$ cat config.mk
export PLATFORM = sky130hd
export DESIGN_NAME = bpred_table
export DESIGN_NICKNAME = d
export VERILOG_FILES = /design/src/rtl/bpred_table.sv
export SDC_FILE = /design/constraint.sdc
export NUM_CORES = 2
export LEC_CHECK = 0
export ABC_AREA = 0
export CAP_MARGIN = 20
export CORE_MARGIN = 2
export CORE_UTILIZATION = 50
export DETAILED_ROUTE_END_ITERATION = 10
export GPL_TIMING_DRIVEN = 1
export PLACE_DENSITY = 0.68
export SETUP_SLACK_MARGIN = 0.2
export SKIP_CTS_REPAIR_TIMING = 1
export SLEW_MARGIN = 5
export SYNTH_ARGS = -nofsm -noshare
export SYNTH_HDL_FRONTEND = slang
export SYNTH_SLANG_ARGS = --single-unit
$ cat constraint.sdc
create_clock -name clk -period 42.2 [get_ports clk]
set_clock_uncertainty 0.05 [all_clocks]
set_input_delay 6.33 -clock clk [delete_from_list [all_inputs] [get_ports clk]]
set_output_delay 6.33 -clock clk [all_outputs]
set_load 0.005 [all_outputs]
$ cat src/rtl/bpred_table.sv
// ---------------------------------------------------------------------------
// bpred_table
//   Branch prediction table of 2^IDX_W saturating counters. The table can be
//   indexed bimodally (MODE=0) or by gshare (MODE=1, address XOR global
//   history). After reset the table walks through every entry and writes
//   weakly-not-taken into it. It then serves a pipelined predict port with a
//   1-cycle latency and an independent resolve/update port.
//
// Ports
//   clk         rising-edge clock
//   rst_n       synchronous active-low reset
//   pred_valid  predict request
//   pred_addr   branch address for prediction             [ADDR_W]
//   pred_ready  table initialised, requests are accepted
//   resp_valid  1-cycle pulse, one per accepted request
//   resp_taken  predicted direction (counter MSB)
//   resp_ctr    counter value used for the prediction      [CTR_W]
//   resp_idx    table index used; returned later on update [IDX_W]
//   upd_valid   outcome update strobe
//   upd_idx     entry to update                            [IDX_W]
//   upd_taken   actual branch outcome
//   ghr         current global history register            [HIST_W]
// ---------------------------------------------------------------------------
module bpred_table #(
    parameter int ADDR_W = 10,
    parameter int IDX_W  = 10,
    parameter int CTR_W  = 2,
    parameter int HIST_W = 8,
    parameter int MODE   = 0
) (
    input  logic              clk,
    input  logic              rst_n,
    input  logic              pred_valid,
    input  logic [ADDR_W-1:0] pred_addr,
    output logic              pred_ready,
    output logic              resp_valid,
    output logic              resp_taken,
    output logic [CTR_W-1:0]  resp_ctr,
    output logic [IDX_W-1:0]  resp_idx,
    input  logic              upd_valid,
    input  logic [IDX_W-1:0]  upd_idx,
    input  logic              upd_taken,
    output logic [HIST_W-1:0] ghr
);

    localparam int DEPTH = 1 << IDX_W;
    localparam logic [CTR_W-1:0] CTR_WNT = CTR_W'((1 << (CTR_W - 1)) - 1);

    typedef enum logic {
        ST_INIT,
        ST_READY
    } state_t;

    state_t             state;
    state_t             state_next;
    logic [IDX_W-1:0]   init_ptr;
    logic [CTR_W-1:0]   table_q [DEPTH];

    logic               pred_fire;
    logic               upd_fire;
    logic [IDX_W-1:0]   pred_idx;
    logic [CTR_W-1:0]   upd_old;
    logic [CTR_W-1:0]   upd_new;
    logic [HIST_W-1:0]  ghr_shift;

    logic               we;
    logic [IDX_W-1:0]   waddr;
    logic [CTR_W-1:0]   wdata;

    // Only the low IDX_W address bits select an entry; the rest are ignored.
    logic               addr_unused;
    assign addr_unused = ^pred_addr;

    // ------------------------------------------------------------------
    // Control FSM
    // ------------------------------------------------------------------
    always_ff @(posedge clk) begin
        if (!rst_n) begin
            state    <= ST_INIT;
            init_ptr <= '0;
        end else begin
            // NOTE: sequential state uses non-blocking assignments so every
            // register samples the pre-edge values of its neighbours.
            state <= state_next;
            if (state == ST_INIT) begin
                init_ptr <= init_ptr + IDX_W'(1);
            end
        end
    end

    always_comb begin
        // NOTE: every combinational output gets a default first, so no path
        // through the case leaves it unassigned and no latch is inferred.
        state_next = state;
        pred_ready = 1'b0;
        case (state)
            ST_INIT: begin
                if (init_ptr == '1) begin
                    state_next = ST_READY;
                end
            end
            ST_READY: begin
                pred_ready = 1'b1;
            end
            default: state_next = ST_INIT;
        endcase
    end

    // Both ports are dead until initialisation has finished.
    assign pred_fire = pred_valid && pred_ready;
    assign upd_fire  = upd_valid && pred_ready;

    // ------------------------------------------------------------------
    // Index computation (uses the history value before this edge's update)
    // ------------------------------------------------------------------
    generate
        if (MODE == 1) begin : g_gshare
            logic [IDX_W-1:0] ghr_ext;
            always_comb begin
                ghr_ext              = '0;
                ghr_ext[HIST_W-1:0]  = ghr;
            end
            assign pred_idx = pred_addr[IDX_W-1:0] ^ ghr_ext;
        end else begin : g_bimodal
            assign pred_idx = pred_addr[IDX_W-1:0];
        end
    endgenerate

    // ------------------------------------------------------------------
    // Saturating counter update and history shift
    // ------------------------------------------------------------------
    assign upd_old = table_q[upd_idx];

    always_comb begin
        upd_new = upd_old;
        if (upd_taken) begin
            if (upd_old != '1) upd_new = upd_old + CTR_W'(1);
        end else begin
            if (upd_old != '0) upd_new = upd_old - CTR_W'(1);
        end
    end

    generate
        if (HIST_W == 1) begin : g_hist1
            assign ghr_shift = upd_taken;
        end else begin : g_histn
            assign ghr_shift = {ghr[HIST_W-2:0], upd_taken};
        end
    endgenerate

    // ------------------------------------------------------------------
    // Single write port: init pointer in INIT, update port in READY
    // ------------------------------------------------------------------
    always_comb begin
        we    = 1'b0;
        waddr = upd_idx;
        wdata = upd_new;
        if (state == ST_INIT) begin
            we    = rst_n;
            waddr = init_ptr;
            wdata = CTR_WNT;
        end else if (upd_fire) begin
            we    = rst_n;
        end
    end

    // NOTE: the table array has no reset; the INIT sweep gives it defined
    // contents, which keeps it mappable onto plain RAM.
    always_ff @(posedge clk) begin
        if (we) begin
            table_q[waddr] <= wdata;
        end
    end

    // ------------------------------------------------------------------
    // Response pipeline and global history
    // ------------------------------------------------------------------
    always_ff @(posedge clk) begin
        if (!rst_n) begin
            resp_valid <= 1'b0;
            resp_taken <= 1'b0;
            resp_ctr   <= '0;
            resp_idx   <= '0;
            ghr        <= '0;
        end else begin
            resp_valid <= pred_fire;
            if (pred_fire) begin
                // Write-first bypass: a same-edge update to this entry is
                // visible in the response.
                if (upd_fire && (upd_idx == pred_idx)) begin
                    resp_ctr   <= upd_new;
                    resp_taken <= upd_new[CTR_W-1];
                end else begin
                    resp_ctr   <= table_q[pred_idx];
                    resp_taken <= table_q[pred_idx][CTR_W-1];
                end
                resp_idx <= pred_idx;
            end
            if (upd_fire) begin
                ghr <= ghr_shift;
            end
        end
    end

endmodule

; After elaboration in Yosys (flattened, before gate mapping)
; Memories as Yosys holds them, arrays and structs flattened.
; Cells that the tools add are included.
[classes]
n_reduce_logical = 4
n_mux = 14
addsub = 3
n_eq_ne = 3
[ops]
columns = cell, n
row1 = "adder 10 x 1 -> 10 bit, second input constant", 1
row2 = equality test 10 bit, 1
row3 = "equality test 10 bit, second input constant", 1
row4 = 2-to-1 mux 10 bit, 1
row5 = 2-to-1 mux 2 bit, 5
row6 = 2-to-1 mux 1 bit, 8
row7 = logical AND 1 bit, 3
row8 = "adder 2 x 1 -> 2 bit, second input constant", 1
row9 = "!= test 2 bit, second input constant", 1
row10 = nonzero test 2 bit, 1
row11 = "subtractor 2 x 1 -> 2 bit, second input constant", 1
[totals]
out_inout_bits = 23
mem_count = 1
reg_bits = 33
elab_cells = 32
mem_bits_rw = 2048
inputBits = 25
[mem_list]
columns = name, depth, word_bits, rd, rd_clocked_by_memory_dff, write_ports, line
row1 = table_q, 1024, 2, 2, 0, 1, 57  ; logic [CTR_W-1:0] table_q [DEPTH];

; Logic depth before layout (Yosys ltp)
[logic_depth]
ltp_word = 6
ltp_mapped = 17
mapped_depth_nobuf = 10

; Worst setup path before layout
; OpenSTA, ideal clock, no wires.
[synth_timing]
path_kind = in2reg
start = input port upd_idx[0]
end = memory table_q[0][1] (data pin)
setup_ps = 5672
stages = 15
required_ps = 36478
path_buffers = 7
setup_slack_ps = 671
arrival_ps = 35807
cell_sequence = buf_6 -> buf_8 -> buf_6 -> buf_8 -> buf_4 -> buf_4 -> buf_4 -> mux2i_1 -> o221ai_1 -> o22ai_1 -> a211oi_1 -> o41ai_1 -> o2111ai_1 -> nand2_1 -> a21oi_1
[synth_between]
elab_chain_len = 5
elab_cells_between_ends = 9
cone_classes = add/sub (2) / eq/ne (1) / mux (4) / reduce/logical (1) / memory (1)
[synth_lines]
columns = element, line
row1 = "start, declared", 41  ; input logic [IDX_W-1:0] upd_idx,
row2 = memory read (1024 x 2 bit) (*), -
row3 = "subtractor 2 x 1 -> 2 bit, or another cell as far along", 139  ; if (upd_old != '0) upd_new = upd_old - CTR_W'(1);
row4 = "2-to-1 mux 2 bit, on equally long branches", "139, 137"
row5 = 2-to-1 mux 2 bit (*), 136  ; if (upd_taken) begin
row6 = 2-to-1 mux 2 bit (*), 158  ; if (state == ST_INIT) begin
row7 = via wdata[1], 68  ; logic [CTR_W-1:0] wdata;
row8 = "end, declared", 57
; The timed path passes the listed nets; every way through them passes the cells marked *.

; Worst setup path after layout
[layout_timing]
start = input port upd_idx[2]
end = memory table_q[970][1] (data pin)
; The elaborated chain is that of the path after synthesis.

==> impl_metrics.py <==
metrics = {
    "status": {
        "status": "completed",
    },
    "job": {
        "drv_cap": 0,
    },
    "grt": {
        "grt_use_total_pct": 32.5,
        "grt_antenna_before_repair": 16,
        "grt_max_degree": 282,
        "grt_overflow_total": 0,
        "first_global_vias": 63700,
        "grt_pass1_wl_mm": 474,
    },
    "placed_design": {
        "gp_congestion": 0.936,
        "dp_hpwl_mm": 204,
        "io_buffer_count": 47,
    },
    "critical_path": {
        "required_ns": 42.81,
        "crit_top_cell": "buf_4",
        "start_kind": "input pin",
        "cp.buffers_inverters": 9,
        "max_stage_delay_ns": 0.93,
        "setup.worst_path.class": "input pin to flip-flop",
        "critPathArrivalTime_ns": 14.91,
        "crit_path_end_kind": "flip-flop",
        "path_cells": "buf_8 -> buf_4 -> buf_4 -> buf_4 -> buf_4 -> mux2i_1 -> a22oi_1 -> nand2_1 -> a31oi_1 -> nand4_1 -> a31oi_1 -> nand2_1 -> o2111ai_1 -> nand2_1 -> a21oi_4 -> buf_12 -> buf_4 -> buf_4 -> buf_12",
        "crit_slowest_cell": "buf_4",
        "crit_fanout": 239,
        "crit_family": "buffers and inverters",
    },
    "logic_synthesis": {
        "synth_area_per_cell_um2": 16.4,
        "syn_nets": 6205,
        "synth_area_leaders": "edfxtp_1, mux4_2, nor2_1, mux2i_1, clkbuf_1",
        "synth_cell_types": 71,
        "post-synth-top-area-cell": "edfxtp_1",
        "synthFlopType": "edfxtp_1",
        "synth.cell_area_um2": 102000,
        "ys_ff_latch": 2080,
        "synthCells": 6179,
        "yosysTopAreaCellShare_pct": 60.5,
        "ys_top_cells_by_count": "edfxtp_1, nor2_1, mux4_2, clkbuf_1, nand2_1",
        "async_flop_share_pct": 0,
        "yosysWarnings": 0,
        "synth-edff-count": 2048,
        "yosysSeqAreaShare_pct": 61.1,
        "yosysMostFrequentCell": "edfxtp_1",
    },
    "power": {
        "vdd_drop_max_v": 0.0000444,
        "power.density_nw_per_um2": 39.5,
        "leakagePower_uw": 0.0380,
    },
    "sta": {
        "fin_tns_setup_ns": 0,
        "relSlewSlack_pct": 12.6,
        "setup_violations": 0,
        "finalCritPeriodShare_pct": 33.9,
        "worst_pin_slew_ns": 1.31,
        "period_needed_ns": 14.31,
        "finalHoldViolCount": 0,
        "max_freq_mhz": 69.9,
        "grt_setup_unrepaired": "no",
        "holdWs_ns": 0.420,
        "slew_violations": 0,
    },
    "cells_and_area": {
        "utilization_pct": 55.4,
        "drive_gt1_share_pct": 26.2,
        "fin_nets": 6100,
        "syn2layout_area_growth_pct": 10.2,
    },
    "floorplanning": {
        "num_io_pins": 48,
        "die-area_um2": 207000,
        "fp.dieH_um": 455,
        "core_um2": 202000,
        "start_util_pct": 50.3,
        "rows": 165,
        "die_w_um": 455,
    },
    "detailed_routing": {
        "drt_wl_total_mm": 337,
        "dr.pass1.iters": 6,
        "drc": 0,
        "drtIter0Drc": 11800,
        "vias_per_cell": 7.28,
        "vias": 65100,
        "postRouteAntennaNets": 0,
        "routedWlPerCell_um": 37.7,
    },
    "clock_tree": {
        "h-tree-depth": 4,
        "cts_buffers": 208,
        "clock_latency_ns": 0.89,
        "clk_pin_slew_worst_paths_ns": 0.06,
        "root_buffer": "clkbuf_16",
        "clk_path_buf_depth": 3,
        "cts_sinks": 2080,
        "cts_tree": "built",
    },
    "min_path": {
        "hp-class": "flip-flop to flip-flop",
    },
}
==> cells by family after synthesis <==
logic type      synth area share [%]
flops                           61.1
simple gates                    6.79
mux                             25.3
buf+inv                         2.88
compound gates                  3.74
xor+xnor                       0.138
fa+ha+maj                     0.0123
==> cell usage in the layout (no fill, tap or decap), types with 58 or more instances in the layout <==
master	synthesis	final
edfxtp_1	2048	2048
nor2_1	1093	1087
mux4_2	1020	1020
nand2_1	272	251
mux2i_1	250	250
clkbuf_16	0	210
buf_4	60	176
a22oi_1	151	151
a21oi_1	76	75
nand3_1	83	71
o22ai_1	60	58
==> power breakdown <==
group	internal, uW	leakage [uW]	switching, uW
Sequential	2230	0.0227	0.705
Combinational	95.0	0.0119	179
Clock	1090	0.00342	829
Total	3420	0.0380	1010
==> flip-flops by register name (all words and copies together), names as in the netlist <==
signal      count
init_ptr       10
state           1
table_q      2048
resp_ctr        1
resp_taken      1
resp_valid      1
ghr             8
resp_idx       10
==> worst reg2reg max path: cells and delay by family (launching register included) <==
kind                   cells  cell delay (ns)
multiplexers               2             0.39
AND/OR/NAND/NOR            5             0.89
AO/OA/AOI/OAI              3             1.46
buffers and inverters      4             2.87
flip-flops                 1             0.37
==> final timing paths <==
check | startpoint | to | slack (ns) | depth (start not counted)
setup / recovery | upd_idx[2] | table_q[970][1]$_DFFE_PP_ | 27.89 | 19
setup reg to reg | table_q[702][0]$_DFFE_PP_ | table_q[970][1]$_DFFE_PP_ | 35.93 | 14
hold reg to reg | resp_idx[4]$_SDFFE_PN0P_ | resp_idx[4]$_SDFFE_PN0P_ | 0.42 | 2
hold / removal | resp_idx[4]$_SDFFE_PN0P_ | resp_idx[4]$_SDFFE_PN0P_ | 0.42 | 2
==> metal layers <==
| metal | GRT usage, % | routed length [um] | up-vias |
|---|---|---|---|
| li1 | - | - | 24900 |
| met1 | 43.2 | 115000 | 33800 |
| met2 | 48.6 | 152000 | 5350 |
| met3 | 10.2 | 49100 | 1064 |
| met4 | 16.7 | 20200 | 10 |
| met5 | 0 | 71 | - |
==> area by class of cell <==
cell class	count	area, um^2
antenna	11	27.5
clock buffer	243	5380
clock inverter	148	1640
fill	15400	90100
inverter	17	71.3
multi-input combinational	3515	36900
sequential	2080	62100
tap	2672	3340
timing repair buffer	252	2500
==> metrics by stage <==
step / instance area (um^2) / worst slack [ns] / total power [uW] / cells
after floorplan: 102000 / 0.671 / 2450 / 6179
after global placement: 104000 / 27.27 / 2540 / 8508
after detailed placement: 105000 / 27.30 / 2540 / 8529
after CTS: 112000 / 28.15 / 4430 / 8920
after global routing: 112000 / 27.81 / 4520 / 8928
final: 112000 / 27.89 / 4430 / 8938
Power figures use the tool's default switching activity.
